[src/rtl/pea_switch_pkg.sv]
// Shared types and constants for the buffer/PE-array mode switch.
package pea_switch_pkg;

  typedef enum logic [1:0] {
    IDLE   = 2'd0,
    ACTIVE = 2'd1,
    DRAIN  = 2'd2,
    QUIET  = 2'd3
  } state_t;

  localparam int unsigned MODE_IDLE  = 0;
  localparam int unsigned MODE_CONV  = 1;
  localparam int unsigned MODE_DENSE = 2;
  localparam int unsigned MODE_POOL  = 3;

  // Per-buffer control word layout {r_en, r_addr, w_en, w_addr}
  localparam int unsigned BCTRL_ADDR_W     = 11;
  localparam int unsigned BCTRL_W_ADDR_LSB = 0;
  localparam int unsigned BCTRL_W_EN_BIT   = 11;
  localparam int unsigned BCTRL_R_ADDR_LSB = 12;
  localparam int unsigned BCTRL_R_EN_BIT   = 23;

endpackage

[src/rtl/pea_bus_router.sv]
// Combinational crossbar: PE-array input bus j takes buffer route[j]; out-of-range routes take buffer 0.
module pea_bus_router #(
  parameter int unsigned N_BUF  = 2,
  parameter int unsigned DATA_W = 128,
  parameter int unsigned BSEL_W = 1
) (
  input  logic [N_BUF*BSEL_W-1:0] route,
  input  logic [N_BUF*DATA_W-1:0] buf_rdata,
  output logic [N_BUF*DATA_W-1:0] pea_in_bus
);

  always_comb begin
    pea_in_bus = '0;
    for (int j = 0; j < N_BUF; j++) begin
      pea_in_bus[j*DATA_W +: DATA_W] = buf_rdata[0 +: DATA_W];
      for (int i = 1; i < N_BUF; i++) begin
        if (route[j*BSEL_W +: BSEL_W] == BSEL_W'(i)) begin
          pea_in_bus[j*DATA_W +: DATA_W] = buf_rdata[i*DATA_W +: DATA_W];
        end
      end
    end
  end

endmodule

[src/rtl/buffer_pea_switch.sv]
// Mode register and control/data routing between compute controllers, buffers and the PE array.
// Optional feature: define SWITCH_COUNT_EN to build the saturating switch counter.
module buffer_pea_switch
  import pea_switch_pkg::*;
#(
  parameter int unsigned N_MODES = 3,
  parameter int unsigned N_BUF   = 2,
  parameter int unsigned DATA_W  = 128,
  parameter int unsigned BCTRL_W = 24,
  parameter int unsigned PCTRL_W = 64,
  parameter int unsigned GUARD   = 2,
  parameter int unsigned MODE_W  = $clog2(N_MODES + 1),
  parameter int unsigned BSEL_W  = $clog2(N_BUF)
) (
  input  logic                              clk,
  input  logic                              rst,
  input  logic [MODE_W-1:0]                 mode_req,
  input  logic                              mode_req_valid,
  output logic                              mode_req_ready,
  input  logic [N_MODES-1:0]                ctrl_busy,
  input  logic [N_MODES*N_BUF*BCTRL_W-1:0]  buf_ctrl_in,
  input  logic [N_MODES*PCTRL_W-1:0]        pea_ctrl_in,
  input  logic [N_MODES*N_BUF*BSEL_W-1:0]   route_in,
  input  logic [N_BUF*DATA_W-1:0]           buf_rdata,
  input  logic [DATA_W-1:0]                 pea_out_bus,
  output logic [N_BUF*BCTRL_W-1:0]          buf_ctrl_out,
  output logic [PCTRL_W-1:0]                pea_ctrl_out,
  output logic [N_BUF*DATA_W-1:0]           pea_in_bus,
  output logic [N_BUF*DATA_W-1:0]           buf_wdata,
  output logic [MODE_W-1:0]                 mode_active,
  output logic                              switching,
  output logic                              bad_mode,
  output logic [15:0]                       switch_count
);

  localparam int unsigned GCNT_W = (GUARD > 1) ? $clog2(GUARD) : 1;
  localparam int unsigned BSLICE = N_BUF * BCTRL_W;
  localparam int unsigned RSLICE = N_BUF * BSEL_W;

  state_t              state, state_nxt;
  logic [MODE_W-1:0]   pending, pend_nxt, mode_nxt;
  logic [GCNT_W-1:0]   gcnt, gcnt_nxt;
  logic                ready_nxt, switching_nxt;

  logic                req_fire_c, req_bad_c, busy_cur_c;
  logic [MODE_W-1:0]   req_mode_c;
  logic [BSLICE-1:0]   sel_buf_c;
  logic [PCTRL_W-1:0]  sel_pea_c;
  logic [RSLICE-1:0]   route_c;

  assign req_fire_c = mode_req_valid & mode_req_ready;
  assign req_bad_c  = (mode_req > MODE_W'(N_MODES));
  assign req_mode_c = req_bad_c ? MODE_W'(MODE_IDLE) : mode_req;

  // Select the granted mode's controls, busy flag and route; mode 0 gives zeros and identity route
  always_comb begin
    busy_cur_c = 1'b0;
    sel_buf_c  = '0;
    sel_pea_c  = '0;
    route_c    = '0;
    for (int j = 0; j < N_BUF; j++) begin
      route_c[j*BSEL_W +: BSEL_W] = BSEL_W'(j);
    end
    for (int k = 0; k < N_MODES; k++) begin
      if (mode_active == MODE_W'(k + 1)) begin
        busy_cur_c = ctrl_busy[k];
        sel_buf_c  = buf_ctrl_in[k*BSLICE +: BSLICE];
        sel_pea_c  = pea_ctrl_in[k*PCTRL_W +: PCTRL_W];
        route_c    = route_in[k*RSLICE +: RSLICE];
      end
    end
  end

  // Next-state logic for the drain / quiet-guard switching sequence
  always_comb begin
    state_nxt = state;
    mode_nxt  = mode_active;
    pend_nxt  = pending;
    gcnt_nxt  = gcnt;
    case (state)
      IDLE: begin
        if (req_fire_c && req_mode_c != MODE_W'(MODE_IDLE)) begin
          state_nxt = QUIET;
          pend_nxt  = req_mode_c;
          gcnt_nxt  = GCNT_W'(GUARD - 1);
        end
      end
      ACTIVE: begin
        if (req_fire_c && req_mode_c != mode_active) begin
          state_nxt = DRAIN;
          pend_nxt  = req_mode_c;
        end
      end
      DRAIN: begin
        if (!busy_cur_c) begin
          state_nxt = QUIET;
          mode_nxt  = MODE_W'(MODE_IDLE);
          gcnt_nxt  = GCNT_W'(GUARD - 1);
        end
      end
      QUIET: begin
        if (gcnt == '0) begin
          state_nxt = (pending != MODE_W'(MODE_IDLE)) ? ACTIVE : IDLE;
          mode_nxt  = pending;
        end else begin
          gcnt_nxt = gcnt - GCNT_W'(1);
        end
      end
      default: state_nxt = IDLE;
    endcase
    ready_nxt     = (state_nxt == IDLE) || (state_nxt == ACTIVE);
    switching_nxt = (state_nxt == DRAIN) || (state_nxt == QUIET);
  end

  always_ff @(posedge clk) begin
    if (rst) begin
      state          <= IDLE;
      mode_active    <= '0;
      pending        <= '0;
      gcnt           <= '0;
      mode_req_ready <= 1'b1;
      switching      <= 1'b0;
      bad_mode       <= 1'b0;
      buf_ctrl_out   <= '0;
      pea_ctrl_out   <= '0;
    end else begin
      state          <= state_nxt;
      mode_active    <= mode_nxt;
      pending        <= pend_nxt;
      gcnt           <= gcnt_nxt;
      mode_req_ready <= ready_nxt;
      switching      <= switching_nxt;
      buf_ctrl_out   <= sel_buf_c;
      pea_ctrl_out   <= sel_pea_c;
      if (req_fire_c && req_bad_c) bad_mode <= 1'b1;
    end
  end

`ifdef SWITCH_COUNT_EN
  logic [15:0] switch_cnt_q;

  // Counts every exit from the quiet window, saturating at all-ones
  always_ff @(posedge clk) begin
    if (rst) begin
      switch_cnt_q <= '0;
    end else if (state == QUIET && gcnt == '0 && switch_cnt_q != 16'hFFFF) begin
      switch_cnt_q <= switch_cnt_q + 16'd1;
    end
  end

  assign switch_count = switch_cnt_q;
`else
  assign switch_count = '0;
`endif

  assign buf_wdata = {N_BUF{pea_out_bus}};

  pea_bus_router #(
    .N_BUF  (N_BUF),
    .DATA_W (DATA_W),
    .BSEL_W (BSEL_W)
  ) u_router (
    .route      (route_c),
    .buf_rdata  (buf_rdata),
    .pea_in_bus (pea_in_bus)
  );

endmodule

[config.mk]
export PLATFORM = sky130hd
export DESIGN_NAME = buffer_pea_switch
export DESIGN_NICKNAME = d
export VERILOG_FILES = /design/src/rtl/pea_switch_pkg.sv /design/src/rtl/pea_bus_router.sv /design/src/rtl/buffer_pea_switch.sv
export SDC_FILE = /design/constraint.sdc
export NUM_CORES = 1
export LEC_CHECK = 0
export ABC_AREA = 1
export BUFFER_PORTS_ARGS = -buffer_cell sky130_fd_sc_hd__buf_4
export CAP_MARGIN = 20
export CORE_AREA = 2 2 545 547
export CTS_CLUSTER_DIAMETER = 200
export DETAILED_ROUTE_END_ITERATION = 10
export DIE_AREA = 0 0 547 549
export GPL_TIMING_DRIVEN = 0
export PLACE_DENSITY = 0.3
export SYNTH_ARGS = -nofsm -noshare
export SYNTH_HDL_FRONTEND = slang
export SYNTH_SLANG_ARGS = --single-unit
[constraint.sdc]
create_clock -name clk -period 2.2 [get_ports clk]
set_clock_uncertainty 0.1 [all_clocks]
set_input_delay 0.22 -clock clk [delete_from_list [all_inputs] [get_ports clk]]
set_output_delay 0.22 -clock clk [all_outputs]
set_load 0.02 [all_outputs]
# Word-level counts from Yosys, hierarchy flattened
# Index checks and enable logic that the tools add are counted.
[word_totals] word_cells=72 register_bits=122 output_inout_bits=645 in_bits=734
[classes] n_reduce_logical=15 n_eq_ne=14 muxes=31 add_sub_neg=1 bitwise_logic=1 n_lt_le_gt_ge=1
[op_table] operator="128-bit 2-to-1 mux" count=2
[op_table] operator="64-bit 2-to-1 mux" count=3
[op_table] operator="48-bit 2-to-1 mux" count=3
[op_table] operator="2-bit 2-to-1 mux" count=12
[op_table] operator="2-bit == test, second input constant" count=6
[op_table] operator="3-bit AND reduction" count=3
[op_table] operator="2-bit != test, second input constant" count=4
[op_table] operator="2-bit case mux with 2 select lines" count=2
[op_table] operator="2-bit case mux with 4 select lines" count=1
[op_table] operator="2-bit nonzero test" count=4
[op_table] operator="1-bit 2-to-1 mux" count=7
[op_table] operator="2-bit by 1-bit == test with 1-bit output, second input constant" count=3
[op_table] operator="2-bit logical NOT" count=2
[op_table] operator="1-bit logical AND" count=3
[op_table] operator="1-bit case mux with 3 select lines" count=1
[op_table] operator="3-bit nonzero test" count=1
[op_table] operator="2-bit greater-than comparator, second input constant" count=1
[op_table] operator="1-bit logical OR" count=2
[op_table] operator="2-bit != test" count=1
[op_table] operator="1-bit AND" count=1
[op_table] operator="1-bit subtractor, second input constant" count=1

# Depth between registers and ports, before layout
# Gate-level depths: netlist (run 1).
[logic_depth] word_depth=8 ltp_mapped=10

# Hierarchy
# A second synthesis (run 1) with hierarchy kept.
[unflattened] hier_cells=2032 hier_area_um2=11272.1
[modules_own_cells] module="buffer_pea_switch" cells_per_inst=1206 area_per_inst_um2=7893.8 instances=1
[modules_own_cells] module="pea_bus_router" cells_per_inst=826 area_per_inst_um2=3378.2 instances=1

# Worst setup path after synthesis (run 1)
# No wires, ideal clock.
[synth_path] path_kind="flip-flop to output port" startpoint="reg mode_active[1]" endpoint="out pea_in_bus[0]" path_buffers=3 required_ns=1.880 t_arrival_ns=1.779 slack_ns=0.101 path_stages_with_launch=8 cell_sequence="dfxtp_1 > buf_2 > nand2_1 > nand2_1 > o221ai_2 > buf_2 > clkbuf_1 > o21ai_0"
[synth_between] elab_chain_cells=5 word_cells_on_any_way=7
[synth_lines] item="from (decl)" line_no="buffer_pea_switch.sv:30" rtl="output logic [MODE_W-1:0] mode_active,"
[synth_lines] item="from (signal assigned)" line_no="buffer_pea_switch.sv:128" rtl="mode_active <= mode_nxt;"
[synth_lines] item="2-bit by 1-bit == test with 1-bit output" line_no="buffer_pea_switch.sv:65" rtl="if (mode_active == MODE_W'(k + 1)) begin"
[synth_lines] item="2-bit 2-to-1 mux (2 in series)" line_no="buffer_pea_switch.sv:65"
[synth_lines] item="2-bit 2-to-1 mux (*)" line_no="buffer_pea_switch.sv:65"
[synth_lines] item="128-bit 2-to-1 mux (*)" line_no="pea_bus_router.sv:17" rtl="if (route[j*BSEL_W +: BSEL_W] == BSEL_W'(i)) begin"
[synth_lines] item="to (decl)" line_no="buffer_pea_switch.sv:28" rtl="output logic [N_BUF*DATA_W-1:0] pea_in_bus,"
# Mark *: on every way between the ends. The rest lies on a longest branch, timed or not.

# Worst setup path in the final report (run 1)
[layout_path] startpoint="reg mode_active[0]" endpoint="out pea_in_bus[140]"
# Same word-level chain as after synthesis.

==> results of run 1 <==
==> registers in the layout (all words and copies together), names as in the netlist <==
register / count
buf_ctrl_out: 48
gcnt: 1
mode_active: 2
mode_req_ready: 1
pea_ctrl_out: 64
pending: 2
state: 1
switching: 1
==> Yosys cell counts <==
master and number:
a21oi_1 3, a31oi_1 1, buf_1 19, buf_2 54, buf_4 275, clkbuf_1 43, conb_1 1, dfxtp_1 120
inv_1 254, inv_2 3, nand2_1 623, nand3_1 232, nand4_1 2, nor2_1 11, nor2_2 1, o211ai_2 1
o21ai_0 243, o21ai_1 14, o221ai_2 1, or2_1 2
==> power by group <==
part	switching [mW]	total, mW	internal [mW]
Sequential	0.0944	2.47	2.38
Combinational	6.86	11.7	4.80
Clock	1.55	3.87	2.32
==> layer usage <==
| layer | vias to the layer above | GRT usage, % | routed length (µm) | share of wire, % |
|---|---|---|---|---|
| li1 | 8864 | - | - | - |
| met1 | 9452 | 12.4 | 67900 | 36 |
| met2 | 1280 | 21.6 | 95200 | 51 |
| met3 | 227 | 3.35 | 14400 | 7.7 |
| met4 | 8 | 4.69 | 9290 | 5.0 |
| met5 | - | 0 | 50 | 0.027 |
==> worst paths after layout <==
path | from | to | slack [ns] | cells past startpoint
setup reg to reg | mode_active[1] | pea_ctrl_out[3] | -0.25 | 9
hold reg to reg | pending[1] | mode_active[1] | 0.37 | 2
setup / recovery | mode_active[0] | pea_in_bus[140] | -0.52 | 11
hold / removal | pea_ctrl_in[131] | pea_ctrl_out[3] | 0.06 | 5
==> worst min-delay path, cell delays in order <==
cell and delay, ns:
buf_4 0.08, nand3_1 0.07, nand3_1 0.08, nand2_1 0.14, inv_1 0.08
==> cell type report <==
class                           count  area, µm²  share of cell area [%]
Inverter                          257        971                    2.98
Tap cell                         3939       4930                    15.1
Timing Repair Buffer             1579      13700                    41.9
Sequential cell                   120       2410                    7.38
Clock inverter                      2       35.0                   0.107
Clock buffer                       31        698                    2.14
Multi-Input combinational cell   1151       6420                    19.7
Antenna cell                       19       47.5                   0.146
Buffer                            391       3440                    10.6
==> cell families (layout without fill, tap and decap cells) <==
logic type | count (synthesis) | count (layout) | share of synthesized area [%]
simple gates | 871 | 871 | 32.9
buf+inv | 648 | 2260 | 32.6
flops | 120 | 120 | 22.2
other cells | 1 | 36 | 0.0346
compound gates | 263 | 263 | 12.3
==> what timing repair did <==
item	in CTS	in global routing
endpoints found under the setup margin	373	359
resized for setup	573	353
pin swaps	15	18
hold buffers	287	0
cloned	3	22
endpoints found under the hold margin	103	0
buffers inserted	9	16
==> results.md, run 1 <==
* Die height at between 500 and 600 µm
* Pins Over Slew Limit at 0
* Clock Latency Late Sink at 0.53 ns
* Slowest-stage cell, CP: dfxtp_2
* Layout cell share with drive strength beyond 1 at between 50% and 60%
* GP Congestion at 1.03
* Top post-synthesis cells by area: dfxtp_1 22%, nand2_1 22%, buf_4 19%
* Num rows at 200
* Pwr dens at about 550 nW/µm²
* Pwr Total at ~18 mW
* Total Die Area at between 300,000 and 400,000 µm²
* Clock Pin Slew Worst Setup and Hold Paths at 0.07 ns
* Initial drt markers at between 1,000 and 1,500
* Violated checks: setup timing
* CP cell instances: buf_12 -> nand2_4 -> or2_4 -> o211ai_4 -> buf_12 -> buf_16 -> buf_12 -> nand2_4 -> o21ai_4 -> buf_6 -> buf_8
* Synth unique cells at 20
* Status: finished, violations left
* Initial antenna violation count at 64
* Worst Path Buf+Inv at 6
* Num CTS Buffers at 25
* Area after DPL at 25,300 µm²
* Final Hold Vio Count at 0
* WS Path Type: reg -> out
* WP data arrival at approximately 2.4 ns
* CP max stage delay at 0.35 ns
* TritonCTS clock tree: done
* Max-cap viol count at 0
* # fillers at 34,600
* Cell accounting for the most synthesized area: dfxtp_1
* Synth-to-Final Area Change at 201%
* Drt wl/cell at roughly 25 µm
* Final setup TNS at -106.84 ns
* Yosys top cell area share at between 20% and 30%
* Clock sink count at 120
* Htree depth at 4
* Required time worst endpoint at between 1.5 and 2 ns
* Final hold slack at roughly 0.06 ns
* Synthesis Warnings at 0
* Final Cycle Share at 123%
* DRC violations left at 0
* Largest net degree at the start of global routing at 14
* Via count at around 20,000
* Post-DRT Antenna Nets at 0
* Worst Hold Class: in -> reg
* Vias per cell at between 2 and 3
* Initial core utilization at under 10%
* Final worst slack at -0.516 ns
* Peak VDD IR at between 0.4 and 0.5 mV
* Gr usage total at between 10% and 20%
* Drt total wl at about 190,000 µm
* Fin crit period at 2.72 ns
* Relative slew slack at between 40% and 50%
* Post-Syn Area per Cell at around 5.7 µm²
* Commonest non-fill, non-tap cell in the layout: buf_4
* Place WS at -2.16 ns
* Worst slew pin tran at 0.869 ns
* Max Fclk at approximately 370 MHz
* Most frequent cells in the layout: 1,389 x buf_4, 567 x nand2_1, 287 x dlygate4sd3_1, 253 x inv_1, 230 x nand3_1
* Util after Layout at roughly 11%
* Endpoint type of the worst setup path: output port
* Unrepaired setup endpoints after global routing: yes
* Critical-path maximum fanout at 7
* Crit start category: flop
* Vias in the first global route at 20,600
* Fin cells at 7,489
* Cell family with most CP delay: buffers and inverters
* Die width at roughly 550 µm
* Critical path's most frequent cell: buf_12
* Placed cells at between 7,000 and 8,000
* Clock Tree Buf Depth at 3
* Design area at between 30,000 and 40,000 µm²
* Aggregate global routing overflow at 0
* Top-level I/O count at around 1,400
* Syn Inst Count at roughly 1,900
* Wire length of the first global-routing pass at ~230,000 µm
* Port Buffers at approximately 1,200
* LEAKAGE at around 16 nW
* Flops & latches, synth at 120
* Final #Nets at 4,259
* Root Driver: clkbuf_16
* Final HPWL DP at 166,000 µm
* CORE AREA at just under 300,000 µm²
* Sequential area share after synthesis at 22.2%
* Drt pass-1 iters at 5
* Final setup vio count at 280
* Synthesized area at 10,800 µm²
Note: power is estimated with default switching activity, not from simulation.
==> run 2, diff against run 1 <==
SETUP_SLACK_MARGIN = 0.02   (was default)
==> run 2 against run 1 <==
The flow still finishes with violations (setup timing). Combinational power about the same. Worst hold slack unchanged. Register-to-register slack hardly changed. Die area stayed put. Largest cell class unchanged. Highest routed layer unchanged.
==> results.md, run 2 (synthesis gave the netlist of run 1 again) <==
* Final Hold Vio Count at 0 (unchanged)
* CORE AREA at 295,000 µm² (unchanged)
* Largest Register: pea_ctrl_out
* WP data arrival at 2.40 ns (about the same)
* Num CTS Buffers at 25 (unchanged)
* Critical path origin: mode_active[0]
* WS Path Type: reg -> out
* Max reg flops at 64 (unchanged)
* Drt pass-1 iters at 5 (unchanged)
* Max-cap viol count at 0 (unchanged)
* Num rows at 200 (unchanged)
* Final setup vio count at 280 (unchanged)
* Clock Tree Buf Depth at 3 (unchanged)
* Final Cycle Share at 123% (about the same)
* Via count at 19,800 (unchanged)
* Top-level I/O count at 1,379 (unchanged)
* Status: finished, violations left
* Htree depth at 4 (unchanged)
* Reg-to-reg startpoint: mode_active[1]
* Vias in the first global route at 20,600 (unchanged)
* Initial antenna violation count at 64 (unchanged)
* Critical-path maximum fanout at 7 (unchanged)
* Final #Nets at 4,259 (unchanged)
* Crit start category: flop
* Die height at 549 µm (unchanged)
* Vias per cell at 2.65 (unchanged)
* Pwr Total at 18.0 mW (about the same)
* Worst Hold Class: in -> reg
* Place WS at -2.16 ns (unchanged)
* Worst slew pin tran at 0.872 ns (+0.00323 ns)
* LEAKAGE at 15.6 nW (about the same)
* Area after DPL at 25,300 µm² (unchanged)
* Clock sink count at 120 (unchanged)
* Largest net degree at the start of global routing at 14 (unchanged)
* Port Buffers at 1,233 (unchanged)
* Required time worst endpoint at 1.88 ns (about the same)
* Relative slew slack at 41.8% (-0.21 points)
* Violated checks: setup timing
* Die width at 547 µm (unchanged)
* TritonCTS clock tree: done
* Clock Latency Late Sink at 0.53 ns (about the same)
* Final HPWL DP at 166,000 µm (unchanged)
* Regs by FF count: pea_ctrl_out x64, buf_ctrl_out x48
* Layout cell share with drive strength beyond 1 at 54.1% (about the same)
* Final worst slack at -0.515 ns (+0.000369 ns)
* Commonest non-fill, non-tap cell in the layout: buf_4
* Max Fclk at 368 MHz (about the same)
* Most frequent cells in the layout: 1,389 x buf_4, 567 x nand2_1, 287 x dlygate4sd3_1, 253 x inv_1, 230 x nand3_1
* Drt wl/cell at 25.0 µm (about the same)
* Fin crit period at 2.72 ns (-0.000369 ns)
* Peak VDD IR at 0.405 mV (unchanged)
* Pins Over Slew Limit at 0 (unchanged)
* Worst Min Path Start: pea_ctrl_in[131]
* Util after Layout at 11.1% (about the same)
* Design area at 32,600 µm² (about the same)
* Initial drt markers at 1,020 (-0.20%)
* Unrepaired setup endpoints after global routing: yes
* GP Congestion at 1.03 (unchanged)
* Aggregate global routing overflow at 0 (unchanged)
* Gr usage total at 11.7% (unchanged)
* Clock Pin Slew Worst Setup and Hold Paths at 0.07 ns (about the same)
* Total Die Area at 300,000 µm² (unchanged)
* DRC violations left at 0 (unchanged)
* Wire length of the first global-routing pass at 226,000 µm (unchanged)
* Endpoint type of the worst setup path: output port
* Pwr dens at 552 nW/µm² (about the same)
* Post-DRT Antenna Nets at 0 (unchanged)
* Drt total wl at 187,000 µm (about the same)
* Initial core utilization at 3.68% (unchanged)
* Root Driver: clkbuf_16
* Synth-to-Final Area Change at 201% (about the same)
==> run 2: changes by cell type in the layout (fill, tap and decap cells not counted), sizes merged <==
cell,delta
buf,+1
clkbuf,-1
==> run 2: critical path: stages, from the launching register on <==
cell and delay, ns:
dfxtp_2 0.35, buf_12 0.15, nand2_4 0.05, or2_4 0.23, o211ai_4 0.09, buf_12 0.19
buf_16 0.17, buf_12 0.16, nand2_4 0.06, o21ai_4 0.06, buf_6 0.16, buf_8 0.13
==> run 2: cell type report <==
class,instances,area [µm²]
diodes,19,47.5
plain buffers,391,3440
clock buffers,31,698
clock inverters,2,35.0
fillers,34600,262000
inverters,257,971
multi-input cells,1151,6420
flip-flops and latches,120,2410
well taps,3939,4930
repair buffers,1579,13700
==> run 2: repair_timing <==
item	in CTS	in global routing
hold endpoints to repair	103	0
cloned	3	22
resized for setup	573	356
pin swaps	15	18
endpoints found under the setup margin	373	361
hold buffers	287	0
setup buffers	9	16
==> run 2: final timing paths <==
check / slack [ns] / end / cells past startpoint
worst min-delay path: 0.06 / pea_ctrl_out[3] / 5
worst max register to register: -0.24 / pea_ctrl_out[3] / 9
worst max-delay path: -0.52 / pea_in_bus[140] / 11
worst min register to register: 0.37 / mode_active[1] / 2
==> run 2: per-stage QoR <==
stage | cells | setup TNS (ns) | hold WS [ns]
after global placement | 7091 | -485.11 | 0.343
after floorplan | 1919 | 0 | 0.189
after CTS | 7433 | -170.48 | 0.00171
after detailed placement | 7101 | -473.09 | 0.342
final | 7489 | -106.68 | 0.0598
after global routing | 7479 | -144.15 | 0.0335
==> run 2: power by group <==
part,switching (mW),internal (mW),total (mW)
clock,1.55,2.32,3.87
sequential,0.0946,2.38,2.47
combinational,6.86,4.80,11.7
total,8.51,9.49,18.0
==> run 2: per-layer routing <==
metal  GRT usage (%)  up-vias  wire (µm)
met5               0        -         50
met4            4.69        8       9310
met3            3.35      229      14200
met2            21.6     1277      95100
met1            12.4     9454      68100
li1                -     8863          -
==> run 3, diff against run 2 <==
ABC_AREA = 0   (was 1)
CAP_MARGIN = default   (was 20)
CORE_AREA = 2 2 544 546   (was 2 2 545 547)
DIE_AREA = 0 0 546 548   (was 0 0 547 549)
PLACE_DENSITY = default   (was 0.3)
==> run 3 against run 2 <==
Sequential share of layout area rose by 0.20 points. Clock power rose by 2%. The run still ends with setup timing left. Sequential power fell by 11%. Global-route usage rose by 0.061 points.
==> results.md, run 3 <==
* Cell family with most CP delay: buffers and inverters
* Port Buffers at 1,233 (unchanged)
* Drt wl/cell at 27.7 µm (+11%)
* Commonest non-fill, non-tap cell in the layout: buf_4
* Uppermost routed layer: met5
* Die width at 546 µm (-0.18%)
* Total Die Area at 299,000 µm² (-0.36%)
* CP cell instances: buf_2 -> buf_2 -> buf_2 -> mux2_2 -> a22oi_1 -> nor2_1
* Aggregate global routing overflow at 0 (unchanged)
* Regs by FF count: pea_ctrl_out x64, buf_ctrl_out x48
* Synth unique cells at 34 (+70%)
* Via count at 16,100 (-19%)
* Vias in the first global route at 16,600 (-19%)
* Most frequent cells in the layout: 1,344 x buf_4, 321 x dlygate4sd3_1, 245 x mux2_4, 139 x buf_6, 125 x mux2_2
* Vias per cell at 2.40 (-9.4%)
* Max reg flops at 64 (unchanged)
* Final worst slack at -0.704 ns (-0.188 ns)
* Worst Hold Class: in -> reg
* Initial core utilization at 3.81% (+0.13 points)
* Final #Nets at 3,485 (-18%)
* Fin cells at 6,718 (-10%)
* Clock sink count at 120 (unchanged)
* DRC violations left at 0 (unchanged)
* Area after DPL at 25,400 µm² (+0.57%)
* LEAKAGE at 14.0 nW (-10%)
* Final HPWL DP at 165,000 µm (-0.24%)
* Routed wl met3 at 24,800 µm (+74%)
* Critical path's most frequent cell: buf_2
* Htree depth at 4 (unchanged)
* Synth Flop Type: dfxtp_1
* Die height at 548 µm (-0.18%)
* Synth-to-Final Area Change at 185%
* Synthesis Warnings at 0 (unchanged)
* Most frequent cell after synthesis: buf_4
* Worst R2R Setup Slack at -0.70 ns (-0.46 ns)
* Metal2 WL at 81,300 µm (-15%)
* Fraction of registers with async set/reset at 0% (unchanged)
* Syn Inst Count at 1,123 (-41%)
* Flops & latches, synth at 120 (unchanged)
* Final Hold Vio Count at 0 (unchanged)
* Commonest cells post-synth: 286 x buf_4, 249 x mux2_2, 120 x dfxtp_1, 120 x mux2_4, 116 x nor2_1
* Drt total wl at 186,000 µm (-0.49%)
* Relative slew slack at 16.3% (-26 points)
* Wire length of the first global-routing pass at 216,000 µm (-4.2%)
* Worst slew pin tran at 1.26 ns (+0.384 ns)
* Design area at 31,800 µm² (-2.6%)
* Post-Syn Area per Cell at 9.93 µm² (+74%)
* Endpoint type of the worst setup path: flop
* Max Fclk at 344 MHz (-6.5%)
* Layout cell share with drive strength beyond 1 at 73.0% (+19 points)
* Slowest-stage cell, CP: buf_2
* Largest net degree at the start of global routing at 14 (unchanged)
* Post-DRT Antenna Nets at 0 (unchanged)
* Top-level I/O count at 1,379 (unchanged)
* Final setup TNS at -165.64 ns (-58.96 ns)
* Sequential area share after synthesis at 21.5% (-0.61 points)
* Routed length on met1 at 71,400 µm (+4.8%)
* Unrepaired setup endpoints after global routing: yes
* Status: finished, violations left
* Cell accounting for the most synthesized area: mux2_2
* Clock Pin Slew Worst Setup and Hold Paths at 0.05 ns (-0.02 ns)
* Max-cap viol count at 0 (unchanged)
* Worst Path Buf+Inv at 3 (-3)
* Root Driver: clkbuf_16
* Final setup vio count at 328 (+17%)
* Pins Over Slew Limit at 0 (unchanged)
* Pwr dens at 355 nW/µm² (-36%)
* Num CTS Buffers at 21 (-16%)
* Peak VDD IR at 0.521 mV (+29%)
* WS Path Type: reg -> reg
* Num rows at 199 (-0.50%)
* Critical-path maximum fanout at 10 (+3)
* Initial drt markers at 890 (-13%)
* Crit start category: flop
* Final Cycle Share at 132% (+8.6 points)
* WP data arrival at 3.21 ns (+0.81 ns)
* CORE AREA at 293,000 µm² (-0.67%)
* Yosys top cell area share at 25.1% (+3.0 points)
* Initial antenna violation count at 94 (+47%)
* Clock Latency Late Sink at 0.54 ns (about the same)
* TritonCTS clock tree: done
* Final hold slack at 0.0617 ns (+0.00194 ns)
* CP max stage delay at 0.53 ns (+0.18 ns)
* Gr usage total at 11.8% (+0.061 points)
* Fin crit period at 2.90 ns (+0.188 ns)
* Clock Tree Buf Depth at 3 (unchanged)
* Number of enable flip-flop cells after synthesis at 0 (unchanged)
* Placed cells at 6,292 (-11%)
* Required time worst endpoint at 2.50 ns (+0.62 ns)
* Violated checks: setup timing
* Top post-synthesis cells by area: mux2_2 25%, dfxtp_1 22%, buf_4 19%
* Synthesized area at 11,200 µm² (+2.8%)
* Largest Register: pea_ctrl_out
* GP Congestion at 0.968 (-5.8%)
* Drt pass-1 iters at 7 (+2)
==> run 3: cell types whose count changed in the layout (fill, tap and decap cells not counted), moves of 34 or more <==
cell and change:
nor2_1 +105, o21ai_4 -78, mux2_4 +245, nand3_1 -229
nand2_2 -35, o21ai_0 -70, nand2_1 -559, inv_1 -251
mux2_2 +125, buf_4 -45, o21ai_2 -73, dlygate4sd3_1 +34
a22oi_1 +113
==> run 3: layout make-up <==
class | instances | area, µm²
plain buffers | 353 | 2830
diodes | 38 | 95.1
well taps | 3919 | 4900
multi-input cells | 662 | 6760
clock inverters | 8 | 97.6
flip-flops and latches | 120 | 2410
repair buffers | 1591 | 14100
clock buffers | 25 | 581
inverters | 2 | 7.51
fillers | 33700 | 261000
==> run 3: final timing paths <==
| check | end | cells past startpoint | from |
|---|---|---|---|
| setup / recovery | pea_ctrl_out[23] | 6 | mode_active[0] |
| hold / removal | pea_ctrl_out[62] | 4 | pea_ctrl_in[126] |
| setup reg to reg | pea_ctrl_out[23] | 6 | mode_active[0] |
| hold reg to reg | pending[1] | 2 | pending[1] |
==> run 3: logic make-up after synthesis <==
kind of cell	share of synthesized area, %
XOR/XNOR	0.157
flip-flops	21.5
AO/OA/AOI/OAI	8.86
AND/OR/NAND/NOR	4.94
buffers and inverters	22.8
multiplexers	41.7
other	0.0336
==> run 3: layer usage <==
metal,up-vias,GRT usage [%]
li1,6968,-
met1,7573,12.9
met2,1222,18.5
met3,300,7.22
met4,52,4.32
met5,-,0
==> run 3: power breakdown <==
part / internal [mW] / switching, mW
sequential: 2.19 / 0.0164
combinational: 2.69 / 2.45
clock: 2.12 / 1.81
==> run 3: what timing repair did <==
action / 4_1_cts / 5_1_grt
pin swaps: 2 / 1
cloned: 8 / 6
setup buffers: 15 / 7
hold buffers: 320 / 1
endpoints found under the hold margin: 115 / 1
setup endpoints to repair: 375 / 368
gates resized for setup: 277 / 189
==> run 3: stage by stage <==
step | power [mW] | utilization, % | worst slack, ns
after floorplan | 3.95 | - | 0.149
after global placement | 6.63 | 8.66 | -2.11
after detailed placement | 6.63 | 8.67 | -2.08
after CTS | 11.4 | 10.5 | -0.777
after global routing | 11.8 | 10.8 | -0.760
final | 11.3 | 10.8 | -0.704
==> run 3: worst register-to-register path, stage by stage, from the launching register on <==
cell,delay [ns]
dfxtp_4,0.38
buf_2,0.53
buf_2,0.45
buf_2,0.40
mux2_2,0.42
a22oi_1,0.42
nor2_1,0.07
